### config.mk
export PLATFORM = sky130hd
export DESIGN_NAME = dmem_arbiter
export DESIGN_NICKNAME = d
export VERILOG_FILES = /design/src/rtl/dmem_arbiter.sv
export SDC_FILE = /design/constraint.sdc
export NUM_CORES = 1
export LEC_CHECK = 0
export CORE_MARGIN = 2
export CORE_UTILIZATION = 40
export CTS_CLUSTER_SIZE = 16
export DETAILED_ROUTE_END_ITERATION = 7
export PLACE_DENSITY_LB_ADDON = 0.3
export SYNTH_ARGS = -nofsm -noshare
export SYNTH_HDL_FRONTEND = slang
export SYNTH_SLANG_ARGS = --single-unit
### constraint.sdc
create_clock -name CLK -period 5.8 [get_ports CLK]
set_input_delay 1.74 -clock CLK [delete_from_list [all_inputs] [get_ports CLK]]
set_output_delay 1.74 -clock CLK [all_outputs]
set_load 0.05 [all_outputs]
### src/rtl/dmem_arbiter.sv
// Two-core data-memory arbiter with round-robin grant and LR/SC reservations.
// One access is in flight at a time; a failing SC completes without touching memory.
module dmem_arbiter #(
    parameter int WORD_W   = 32,
    parameter int RESV_LSB = 2
) (
    input  logic                   CLK,
    input  logic                   RST,
    input  logic [1:0]             dREN,
    input  logic [1:0]             dWEN,
    input  logic [1:0]             datomic,
    input  logic [1:0][WORD_W-1:0] daddr,
    input  logic [1:0][WORD_W-1:0] dstore,
    output logic [1:0]             dhit,
    output logic [1:0][WORD_W-1:0] dload,
    output logic                   ramREN,
    output logic                   ramWEN,
    output logic [WORD_W-1:0]      ramaddr,
    output logic [WORD_W-1:0]      ramstore,
    input  logic [WORD_W-1:0]      ramload,
    input  logic                   ram_ready
);

    localparam int TAG_W = WORD_W - RESV_LSB;

    typedef enum logic {
        IDLE,
        SERVE
    } state_t;

    state_t                 state, state_next;
    logic                   g, g_next;
    logic                   p, p_next;
    logic [1:0]             resv_valid, resv_valid_next;
    logic [1:0][TAG_W-1:0]  resv_addr, resv_addr_next;

    logic [1:0]             req;
    logic [TAG_W-1:0]       cur_tag;
    logic                   is_write;
    logic                   is_read;
    logic                   is_lr;
    logic                   is_sc;
    logic                   sc_pass;
    logic                   sc_fail;
    logic                   done;

    assign req      = dREN | dWEN;
    assign cur_tag  = daddr[g][WORD_W-1:RESV_LSB];
    assign is_write = dWEN[g];
    assign is_read  = dREN[g] & ~dWEN[g];
    assign is_lr    = datomic[g] & is_read;
    assign is_sc    = datomic[g] & dWEN[g];
    assign sc_pass  = is_sc & resv_valid[g] & (resv_addr[g] == cur_tag);
    assign sc_fail  = is_sc & ~sc_pass;
    // A failing SC never waits on memory, so it finishes in the first SERVE cycle.
    assign done     = (state == SERVE) & (sc_fail | ram_ready);

    always_ff @(posedge CLK or posedge RST) begin
        if (RST) begin
            state      <= IDLE;
            g          <= 1'b0;
            p          <= 1'b0;
            resv_valid <= '0;
            resv_addr  <= '0;
        end else begin
            state      <= state_next;
            g          <= g_next;
            p          <= p_next;
            resv_valid <= resv_valid_next;
            resv_addr  <= resv_addr_next;
        end
    end

    always_comb begin
        state_next      = state;
        g_next          = g;
        p_next          = p;
        resv_valid_next = resv_valid;
        resv_addr_next  = resv_addr;
        dhit            = '0;
        dload           = '0;
        ramREN          = 1'b0;
        ramWEN          = 1'b0;
        ramaddr         = '0;
        ramstore        = '0;

        case (state)
            IDLE: begin
                if (|req) begin
                    g_next     = (req == 2'b11) ? p : req[1];
                    state_next = SERVE;
                end
            end
            SERVE: begin
                ramaddr  = daddr[g];
                ramstore = dstore[g];
                ramREN   = is_read;
                ramWEN   = is_write & ~sc_fail;
                if (done) begin
                    dhit[g] = 1'b1;
                    if (sc_fail) begin
                        dload[g] = WORD_W'(1);
                    end else if (is_read) begin
                        dload[g] = ramload;
                    end
                    state_next = IDLE;
                    p_next     = ~g;
                    if (is_lr) begin
                        resv_valid_next[g] = 1'b1;
                        resv_addr_next[g]  = cur_tag;
                    end
                    // A committed store kills every reservation on the same word, the writer's included.
                    if (is_write & ~sc_fail) begin
                        for (int c = 0; c < 2; c++) begin
                            if (resv_addr[c] == cur_tag) begin
                                resv_valid_next[c] = 1'b0;
                            end
                        end
                    end
                    if (is_sc) begin
                        resv_valid_next[g] = 1'b0;
                    end
                end
            end
            default: begin
                state_next = IDLE;
            end
        endcase
    end

endmodule

==> reports/metrics.yaml <==
status: "finished with violations"
failed_checks: "setup timing"
synth_flop_cell: "dfrtp_1"
post-dp-hpwl_um: 17900
placement_rows: 42
power_report.internal_total_uw: 2310
power_switching_uw: 2280
rel_slew_slack_pct: 32.2
power.share.sequential_pct: 20.2
first_global_vias: 6342
finalWorstPathRequiredPeriod_ps: 5880
global_route.usage.total_pct: 33.8
die-height_um: 120
clock_tree.buffer_depth: 2
timing.clock.skew_ps: 4.63
worstHoldPathType: "flip-flop to flip-flop"
power_switching_share_pct: 49.7
yosys.area_share.xor_xnor_pct: 14.9
tritoncts.num_buffers: 9
synth_enable_flop_cells: 0
grt_max_degree: 62
timing.setup.critical_path_class: "input pin to primary output"
cts_tree: "yes"
detail_route.iter0.violations: 622
asyncSetResetFlopFracSynth_pct: 100
crit_path_max_incr_delay_ps: 370
final_net_count: 1159
tritoncts_num_sinks: 65
detail_route.first_pass.iterations: 7
worst_ep_arrival_time_ps: 4140
synth_simple_gate_area_share_pct: 22.6
cells_traversed_along_the_worst_timing_path: "buf_4 > xnor2_4 > o2111ai_2 > a2111oi_4 > o221ai_2 > buf_4 > buf_4 > o31ai_1 > a32o_2 > and2_4 > buf_12"
ir_drop_uv: 311
yosys_warnings: 0
cts_root_buffer: "clkbuf_16"
path_clk_slew_ps: 50
clock_power_share_pct: 11.3
drt.antenna.violating_nets: 0
worst-slew-pin-transition_ps: 1020
final_hold_viol_count: 0
gp_routability_congestion: 0.975
postSynthRegisterBits: 65
detailed_place.area_um2: 9510
grt_use_met2_pct: 56.1
yosys.area_share.adder_pct: 0
highest_clock_rate_ghz: 0.170
wl_um: 26600
portbufs: 300
postSynthAreaPerCell_um2: 8.37
dominant_combinational_cell_family_by_area_after_synthesis: "simple AND/OR/NAND/NOR gates"
syn-cell-area_um2: 5400
grt_setup_unrepaired: "true"
timing.critical_path.required_ps: 4060
finalHoldWorstSlack_ps: 499
synth_compound_area_share_pct: 13.2
combinationalPowerShare_pct: 68.5
grt_first_pass_wirelength_um: 37400
cpMostUsedCell: "buf_4"
globalRouteMet1Util_pct: 41.1
timing.critical_path.max_delay_family: "compound AO/OA/AOI/OAI gates"
final_max_slew_viol_count: 0
worstPathBufferInverterCount: 4
start_util_pct: 40.8
avgRoutedWirePerCell_um: 22.7
startpoint_types: "input pin"
route.vias.total: 6534
gr-usage-met3_pct: 11.4
ys_seq_area_share_pct: 30.1
insertion_delay_ps: 330
die_area_um2: 14500
post_route_fraction_of_the_period_consumed_by_the_critical_path_pct: 101
h-tree-depth: 3
io-pin-count: 301
final_ws_setup_ps: -83.7
crit_slowest_cell: "a2111oi_4"
post_cts_hold_buffer_count: 0
synth_cell_type_count: 42
number_of_max_capacitance_violations_reported: 0
worst_setup_path_end_kind: "primary output"
grt_most_used_layer: "met2"
pwr_density_cell_nw_per_um2: 433
total_leakage_power_uw: 0.00471
detail_route.drc_violations: 0
crit_fanout: 3
grt_antenna_before_repair: 3
ratio_of_cells_with_drive_above_1_in_the_final_layout_pct: 26.6
synth_net_count: 815
syn_inst: 646
globalRoute.totalOverflow: 0
vias_per_cell: 5.58
setup_viol_count_final: 4
floorplan.core_area_um2: 13200
finalInstanceArea_um2: 10600
n_fill_cell: 795
die_width_um: 120
post_synth_mux_area_share_pct: 12.6
area_growth_pct: 95.7
-- cell usage after synthesis (2+ instances only) --
library cell,count,area [um2]
o22ai_1,6,37.5
o32ai_1,2,17.5
o221ai_1,5,43.8
xnor2_1,65,569
dfrtp_1,65,1630
a222oi_1,2,20.0
nand3_1,6,30.0
xor2_1,27,236
and3_1,63,394
a221o_1,2,20.0
a21oi_1,2,10.0
buf_6,11,124
inv_1,28,105
nor2b_1,6,37.5
nor4_1,13,81.3
a2111oi_0,2,17.5
buf_2,4,20.0
nor2_1,67,251
nand2b_1,8,50.1
a32o_1,2,20.0
o31ai_1,3,22.5
o2111ai_1,5,43.8
a211oi_4,2,40.0
a41oi_1,2,17.5
mux2i_2,11,151
clkbuf_1,27,101
nand2_1,66,248
nand4_1,11,68.8
nor3_1,5,25.0
mux2i_1,53,531
and2_1,4,25.0
o21ai_0,61,305
-- cell families (layout without fill, tap and decap cells) --
group                     count (synthesis)  in the layout
xor gates and xnor gates                 92             92
AOI/OAI and AO/OA                       104            106
muxes                                    64             64
DFF                                      65             65
other                                     0              2
and+or+nand+nor                         250            250
buffers and inverters                    71            417
-- layout make-up --
class,instances,area [um2],share of cell area (%)
antenna,2,5.00,0.0473
clock buffer,13,270,2.56
clock inverter,2,12.5,0.118
inverter,28,105,0.994
multi-input combinational,512,3940,37.3
sequential,65,1630,15.4
tap,176,220,2.08
timing repair buffer,374,4390,41.5
-- power by group through the flow --
stage          sequential [uW]  combinational (uW)  clock (uW)
2_1_floorplan              808                1880           0
3_3_place_gp               883                2760           0
3_5_place_dp               897                2800           0
4_1_cts                    907                3030         517
5_1_grt                    943                3290         539
6_report                   926                3140         518
-- through the flow --
step	power [uW]	std cells	worst slack, ps	TNS, ps	utilization, %
final	4580	1172	-83.7	-122	79.8
after global routing	4770	1172	-112	-269	79.8
after CTS	4450	1167	-23.5	-252	78.2
after detailed placement	3690	1135	-600	-38030	71.8
after global placement	3640	1135	-507	-31850	71.8
after floorplan	2680	646	340	0	-
-- tightest hold or removal path, cell delays in order, from the launching register on --
cell     delay [ps]
dfrtp_1         340
nand2_1          60
o21ai_0          60
-- placed cells by master (no fill, tap or decap), types with 3 or more instances in the layout --
cell type / count
a211oi_4: 4
and2_1: 3
and3_1: 10
and3_4: 53
buf_12: 75
buf_4: 61
buf_6: 4
clkbuf_16: 10
clkbuf_2: 6
clkbuf_8: 3
clkdlybuf4s50_1: 172
dfrtp_1: 64
dlygate4sd2_1: 29
dlymetal6s2s_1: 22
inv_1: 24
inv_2: 4
mux2i_1: 53
mux2i_2: 10
nand2_1: 66
nand2b_1: 8
nand3_1: 6
nand4_1: 11
nor2_1: 67
nor2b_1: 6
nor3_2: 3
nor4_1: 11
o2111ai_2: 4
o21ai_0: 60
o221ai_2: 3
o22ai_1: 3
o31ai_1: 3
xnor2_1: 61
xnor2_2: 3
xor2_1: 27
-- sequential cells by signal (all words and copies together) (netlist names) --
| register | flops |
|---|---|
| g | 1 |
| p | 1 |
| resv_addr | 60 |
| resv_valid | 2 |
| state | 1 |
-- metal layers --
layer  part of all wire [%]  routed length (um)
met1                     38               10100
met2                     47               12600
met3                    9.4                2490
met4                    5.1                1360
met5                      0                   0
-- worst paths after layout --
kind / to / cells after the start / slack, ps / startpoint
max: ramWEN / 11 / -80 / daddr[9]
min: resv_addr[48] / 2 / 500 / resv_addr[48]
max reg2reg: resv_valid[0] / 8 / 2290 / g
min reg2reg: resv_addr[48] / 2 / 500 / resv_addr[48]
max in group asynchronous: resv_addr[13] / 3 / 3010 / RST
min in group asynchronous: resv_addr[31] / 2 / 1860 / RST
-- repair_timing --
item / CTS / global route
gates resized for setup: 105 / 67
cloned: 4 / 1
setup endpoints to repair: 67 / 67
hold endpoints to repair: 0 / 0
pin swaps: 16 / 19
setup buffers: 13 / 2
Power figures use the tool's default switching activity.
